**src/rtl/spi_slave.sv**
```systemverilog
// SPI slave, modes 0-3, LSB first, with all SPI pins resynchronized into clk.
// Define SPI_SLAVE_OVERRUN_EN for a held rx_valid with rx_ack and a sticky overrun flag.
module spi_slave #(
    parameter int DATA_W      = 8,
    parameter int SYNC_STAGES = 2
) (
    input  logic              clk,
    input  logic              rst,
    input  logic [1:0]        mode,
    input  logic              sclk,
    input  logic              cs_n,
    input  logic              mosi,
    output logic              miso,
    input  logic [DATA_W-1:0] tx_data,
    input  logic              tx_load,
    output logic              tx_ready,
    output logic [DATA_W-1:0] rx_data,
    output logic              rx_valid,
`ifdef SPI_SLAVE_OVERRUN_EN
    input  logic              rx_ack,
    output logic              overrun,
`endif
    output logic              busy
);
    localparam int              CNT_W = (DATA_W > 1) ? $clog2(DATA_W) : 1;
    localparam logic [CNT_W-1:0] LAST = CNT_W'(DATA_W - 1);

    typedef enum logic {IDLE, ACTIVE} state_t;

    state_t                 state_q;
    logic [SYNC_STAGES-1:0] sclk_sync_q, cs_sync_q, mosi_sync_q, fill_q;
    logic                   sclk_prev_q, armed_q, cpol_q, cpha_q;
    logic [CNT_W-1:0]       bit_cnt_q, tx_idx_q;
    logic [DATA_W-1:0]      rx_shift_q, tx_buf_q, rx_data_q;
    logic                   miso_q, rx_valid_q, busy_q, tx_ready_q;
`ifdef SPI_SLAVE_OVERRUN_EN
    logic                   overrun_q;
`endif

    logic              sclk_s, cs_s, mosi_s;
    logic              sclk_rise, sclk_fall, lead_edge, trail_edge;
    logic              sample_d, shift_d, load_d;
    logic [DATA_W-1:0] tx_word_d, rx_word_d;
    logic [CNT_W-1:0]  tx_idx_inc_d;

    assign sclk_s       = sclk_sync_q[SYNC_STAGES-1];
    assign cs_s         = cs_sync_q[SYNC_STAGES-1];
    assign mosi_s       = mosi_sync_q[SYNC_STAGES-1];
    assign sclk_rise    = sclk_s & ~sclk_prev_q;
    assign sclk_fall    = ~sclk_s & sclk_prev_q;
    assign lead_edge    = cpol_q ? sclk_fall : sclk_rise;
    assign trail_edge   = cpol_q ? sclk_rise : sclk_fall;
    assign sample_d     = cpha_q ? trail_edge : lead_edge;
    assign shift_d      = cpha_q ? lead_edge : trail_edge;
    assign load_d       = tx_load & tx_ready_q;
    assign tx_word_d    = load_d ? tx_data : tx_buf_q;
    assign rx_word_d    = {mosi_s, rx_shift_q[DATA_W-1:1]};
    assign tx_idx_inc_d = (tx_idx_q == LAST) ? '0 : tx_idx_q + 1'b1;

    always_ff @(posedge clk) begin
        if (rst) begin
            state_q     <= IDLE;
            sclk_sync_q <= '0;
            cs_sync_q   <= '1;
            mosi_sync_q <= '0;
            fill_q      <= '0;
            sclk_prev_q <= 1'b0;
            armed_q     <= 1'b0;
            cpol_q      <= 1'b0;
            cpha_q      <= 1'b0;
            bit_cnt_q   <= '0;
            tx_idx_q    <= '0;
            rx_shift_q  <= '0;
            tx_buf_q    <= '0;
            rx_data_q   <= '0;
            miso_q      <= 1'b0;
            rx_valid_q  <= 1'b0;
            busy_q      <= 1'b0;
            tx_ready_q  <= 1'b1;
`ifdef SPI_SLAVE_OVERRUN_EN
            overrun_q   <= 1'b0;
`endif
        end else begin
            for (int i = 1; i < SYNC_STAGES; i++) begin
                sclk_sync_q[i] <= sclk_sync_q[i-1];
                cs_sync_q[i]   <= cs_sync_q[i-1];
                mosi_sync_q[i] <= mosi_sync_q[i-1];
                fill_q[i]      <= fill_q[i-1];
            end
            sclk_sync_q[0] <= sclk;
            cs_sync_q[0]   <= cs_n;
            mosi_sync_q[0] <= mosi;
            fill_q[0]      <= 1'b1;
            sclk_prev_q    <= sclk_s;

            // cs_n only counts as high once the reset value has drained out of the synchronizer
            if (fill_q[SYNC_STAGES-1] && cs_s)
                armed_q <= 1'b1;

`ifdef SPI_SLAVE_OVERRUN_EN
            if (rx_ack) begin
                rx_valid_q <= 1'b0;
                overrun_q  <= 1'b0;
            end
`else
            rx_valid_q <= 1'b0;
`endif

            case (state_q)
                IDLE: begin
                    miso_q <= 1'b0;
                    if (load_d)
                        tx_buf_q <= tx_data;
                    if (armed_q && !cs_s) begin
                        state_q    <= ACTIVE;
                        armed_q    <= 1'b0;
                        cpol_q     <= mode[1];
                        cpha_q     <= mode[0];
                        bit_cnt_q  <= '0;
                        tx_idx_q   <= '0;
                        busy_q     <= 1'b1;
                        tx_ready_q <= 1'b0;
                        miso_q     <= mode[0] ? 1'b0 : tx_word_d[0];
                    end
                end
                ACTIVE: begin
                    if (cs_s) begin
                        state_q    <= IDLE;
                        bit_cnt_q  <= '0;
                        tx_idx_q   <= '0;
                        busy_q     <= 1'b0;
                        tx_ready_q <= 1'b1;
                        miso_q     <= 1'b0;
                    end else begin
                        if (sample_d) begin
                            rx_shift_q <= rx_word_d;
                            if (bit_cnt_q == LAST) begin
                                bit_cnt_q  <= '0;
                                rx_data_q  <= rx_word_d;
                                rx_valid_q <= 1'b1;
`ifdef SPI_SLAVE_OVERRUN_EN
                                if (rx_valid_q)
                                    overrun_q <= 1'b1;
`endif
                            end else begin
                                bit_cnt_q <= bit_cnt_q + 1'b1;
                            end
                        end
                        // CPHA=1 presents the current bit; CPHA=0 already shows bit 0 and moves on
                        if (shift_d) begin
                            tx_idx_q <= tx_idx_inc_d;
                            miso_q   <= cpha_q ? tx_buf_q[tx_idx_q] : tx_buf_q[tx_idx_inc_d];
                        end
                    end
                end
            endcase
        end
    end

    assign miso     = miso_q;
    assign tx_ready = tx_ready_q;
    assign rx_data  = rx_data_q;
    assign rx_valid = rx_valid_q;
    assign busy     = busy_q;
`ifdef SPI_SLAVE_OVERRUN_EN
    assign overrun  = overrun_q;
`endif

endmodule
```
**config.mk**
```make
export PLATFORM = sky130hd
export DESIGN_NAME = spi_slave
export DESIGN_NICKNAME = d
export VERILOG_FILES = /design/src/rtl/spi_slave.sv
export SDC_FILE = /design/constraint.sdc
export NUM_CORES = 1
export LEC_CHECK = 0
export ABC_AREA = 1
export CAP_MARGIN = 25
export CORE_AREA = 4 4 65 67
export DETAILED_ROUTE_END_ITERATION = 10
export DIE_AREA = 0 0 69 71
export PLACE_DENSITY = 0.87
export SYNTH_ARGS = -nofsm -noshare
export SYNTH_HDL_FRONTEND = slang
export SYNTH_SLANG_ARGS = --single-unit
export TNS_END_PERCENT = 10
```
**constraint.sdc**
```tcl
create_clock -name clk -period 1.9 [get_ports clk]
set_input_delay 0.38 -clock clk [delete_from_list [all_inputs] [get_ports clk]]
set_output_delay 0.38 -clock clk [all_outputs]
set_load 0.02 [all_outputs]
```
==> flow_summary.ini <==
[sta]
slew-limit-headroom_pct = 63.5
tns_ns = 0
setup_viol = 0
setup_slack_ns = 0.215
clock-skew-final_ns = 0.00699
grt_setup_unrepaired = false
fin_crit_ns = 1.69
slew_viol_final = 0
worst_pin_slew_ns = 0.547
hold_viol = 0
final.period_utilization_pct = 88.7
fmax_ghz = 0.593

[logic_synthesis]
syn_avg_cell_area_um2 = 7.49
synth_area_leaders = dfxtp_1 49%, nand2_1 12%, nor2_1 7.2%, nand3_1 5.6%, a21oi_1 5.1%
post-synth-top-area-cell = dfxtp_1
ys_types = 27
ys_seq_elements = 46
syn_nets = 269
synth_warnings = 0
synth_top_area_share_pct = 49.4
syn_area_um2 = 1860
synthCells = 249
ys_seq_area_share_pct = 49.4

[setup_path]
crit_slowest_cell = clkdlybuf4s50_1
r2r-start = tx_idx_q[0]$_SDFFE_PP0P_
cpLargestDelayFamily = buffers and inverters
r2r_cells = 10
r2r_setup_slack_ns = 0.22
crit_chain = clkdlybuf4s50_1
reg2reg_to = miso$_SDFFE_PP0P_
critPathMaxFanout = 2
crit_path_start_kind = flop
end_kind = output pin
crit_type = flop to output pin
worst-path-stages = 1
max_stage_delay_ns = 0.62
cp.required_ns = 1.52
endpoint = miso
path_buf_inv = 1
cp-startpoint = miso$_SDFFE_PP0P_
worstPathArrival_ns = 1.31

[route]
met2WireLength_um = 1820
dr.pass1.iters = 5
drc = 0
wl_met3_um = 223
m1WireLength_um = 1630
viasPerCell = 5.11
vias = 1681
drt_iter0_markers = 137
avgRoutedWirePerCell_um = 11.6
ant_nets = 0
wirelength_um = 3830
highest_layer = met4

[clock_network]
postCtsHoldBufs = 0
cts.clk_slew.worst_paths_ns = 0.08
cts_sinks = 46
postCtsSetupRepairBufs = 0
numCtsBuffers = 5
cts_root_buf = clkbuf_8
cts_max_level = 2
cts_tree = done
clk_latency_ns = 0.30
clockBufferDepth = 2

[placement]
dpl.hpwl_um = 2730
routabilityCongestion = 0.900
portBuffers = 27
place_ws_ns = 0.193

[floorplanning]
die_area_um2 = 4900
rows = 22
io-pin-count = 28
core_um2 = 3630
die_h_um = 71
die_x_um = 69
start_util_pct = 51.3

[pwr]
ir_worst_vdd_v = 0.000587
p_leak_nw = 0.948
report.power.total_mw = 1.85
power_per_cell_area_nw_per_um2 = 801

[finish]
layout_commonest_cell = nand2_1
nets = 301
final_cell_mix = 58 x nand2_1, 46 x dfxtp_1, 35 x nor2_1, 27 x clkdlybuf4s50_1, 21 x nand3_1
n_antenna_cell = 0
synthToLayoutAreaGrowth_pct = 23.8
layout-drive-gt1-share_pct = 7.12

[grt]
grt_pass1_wl_um = 6580
grt_pass1_vias = 1610
antenna_found_initial = 0
grt_usage_pct = 16.3
grt_start_max_net_pins = 28
grt-ovfl-total = 0

[min_path]
hp-class = flop to flop

[status]
outcome = finished, final reports clean

[flow_run]
drv_cap = 0
## per-stage QoR
step	instances	utilization [%]	hold slack, ns	area (um2)
after floorplan	249	-	0.388	1860
after global placement	322	60.3	0.391	2190
after detailed placement	322	60.3	0.398	2190
after CTS	329	63.4	0.409	2300
after global routing	329	63.5	0.425	2310
final	329	63.5	0.407	2310
## power breakdown
| group | internal [mW] | leakage [nW] | switching (mW) |
|---|---|---|---|
| Combinational | 0.0552 | 0.515 | 0.0565 |
| Clock | 0.421 | 0.0573 | 0.308 |
| Sequential | 0.989 | 0.375 | 0.0188 |
## registers in the layout, summed over array words and instances (netlist names)
register	cells
cpol_q	1
cpha_q	1
sclk_sync_q	2
cs_sync_q	2
tx_idx_q	3
sclk_prev_q	1
rx_valid	1
mosi_sync_q	2
rx_shift_q	7
state_q	1
tx_buf_q	8
rx_data	8
armed_q	1
fill_q	2
bit_cnt_q	3
busy	1
tx_ready	1
miso	1
## metal layers
metal / up-vias / global-route usage, %
met2: 52 / 28.9
met5: - / 0
met3: 19 / 4.26
met1: 747 / 17.6
met4: 0 / 9.33
li1: 863 / -
## worst min-delay path by stage
stage	from	cells past startpoint	slack (ns)	end
6_report	sclk_sync_q[0]$_SDFF_PP0_	2	0.41	sclk_sync_q[1]$_SDFF_PP0_
5_1_grt	fill_q[0]$_DFF_P_	2	0.42	fill_q[1]$_SDFF_PP0_
4_1_cts	sclk_sync_q[0]$_SDFF_PP0_	2	0.41	sclk_sync_q[1]$_SDFF_PP0_
3_5_place_dp	sclk_sync_q[0]$_SDFF_PP0_	2	0.40	sclk_sync_q[1]$_SDFF_PP0_
3_3_place_gp	fill_q[0]$_DFF_P_	2	0.39	fill_q[1]$_SDFF_PP0_
2_1_floorplan	fill_q[0]$_DFF_P_	2	0.39	fill_q[1]$_SDFF_PP0_
## repair_timing
item | in CTS | in global routing
endpoints found under the hold margin | 0 | 0
gates resized for setup | 0 | 1
endpoints found under the setup margin | 0 | 1
## layout make-up
| type | instances | area (um2) |
|---|---|---|
| Clock inverter | 1 | 30.0 |
| Inverter | 22 | 82.6 |
| Timing Repair Buffer | 31 | 300 |
| Clock buffer | 6 | 82.6 |
| Sequential cell | 46 | 921 |
| Fill cell | 319 | 1330 |
| Multi-Input combinational cell | 175 | 831 |
| Tap cell | 48 | 60.1 |
## Yosys cell counts
library cell   n
inv_1         20
o21a_1         1
buf_6          1
nand4_1        3
or2_0          1
nor2_2         1
ha_1           4
nand2_4        1
a21oi_1       19
nand2_2        1
nand3b_1       2
buf_2          2
o21ai_0       14
inv_2          1
nand2_1       58
mux2i_1        1
nand3_2        1
nor2_1        36
or2_2          2
o21ai_1        6
clkbuf_1       2
nor2_4         1
clkinv_1       1
nand3_1       21
nor3_1         2
buf_1          1
dfxtp_1       46
## cells by family (layout without fill, tap and decap cells)
| group | after synthesis | in the layout | synth area share, % |
|---|---|---|---|
| AOI/OAI and AO/OA | 40 | 40 | 10.9 |
| adders and majority gates | 4 | 4 | 2.68 |
| buffers and inverters | 28 | 60 | 6.17 |
| DFF | 46 | 46 | 49.4 |
| muxes | 1 | 1 | 0.537 |
| and+or+nand+nor | 130 | 130 | 30.3 |
(Power assumes the default switching activity.)
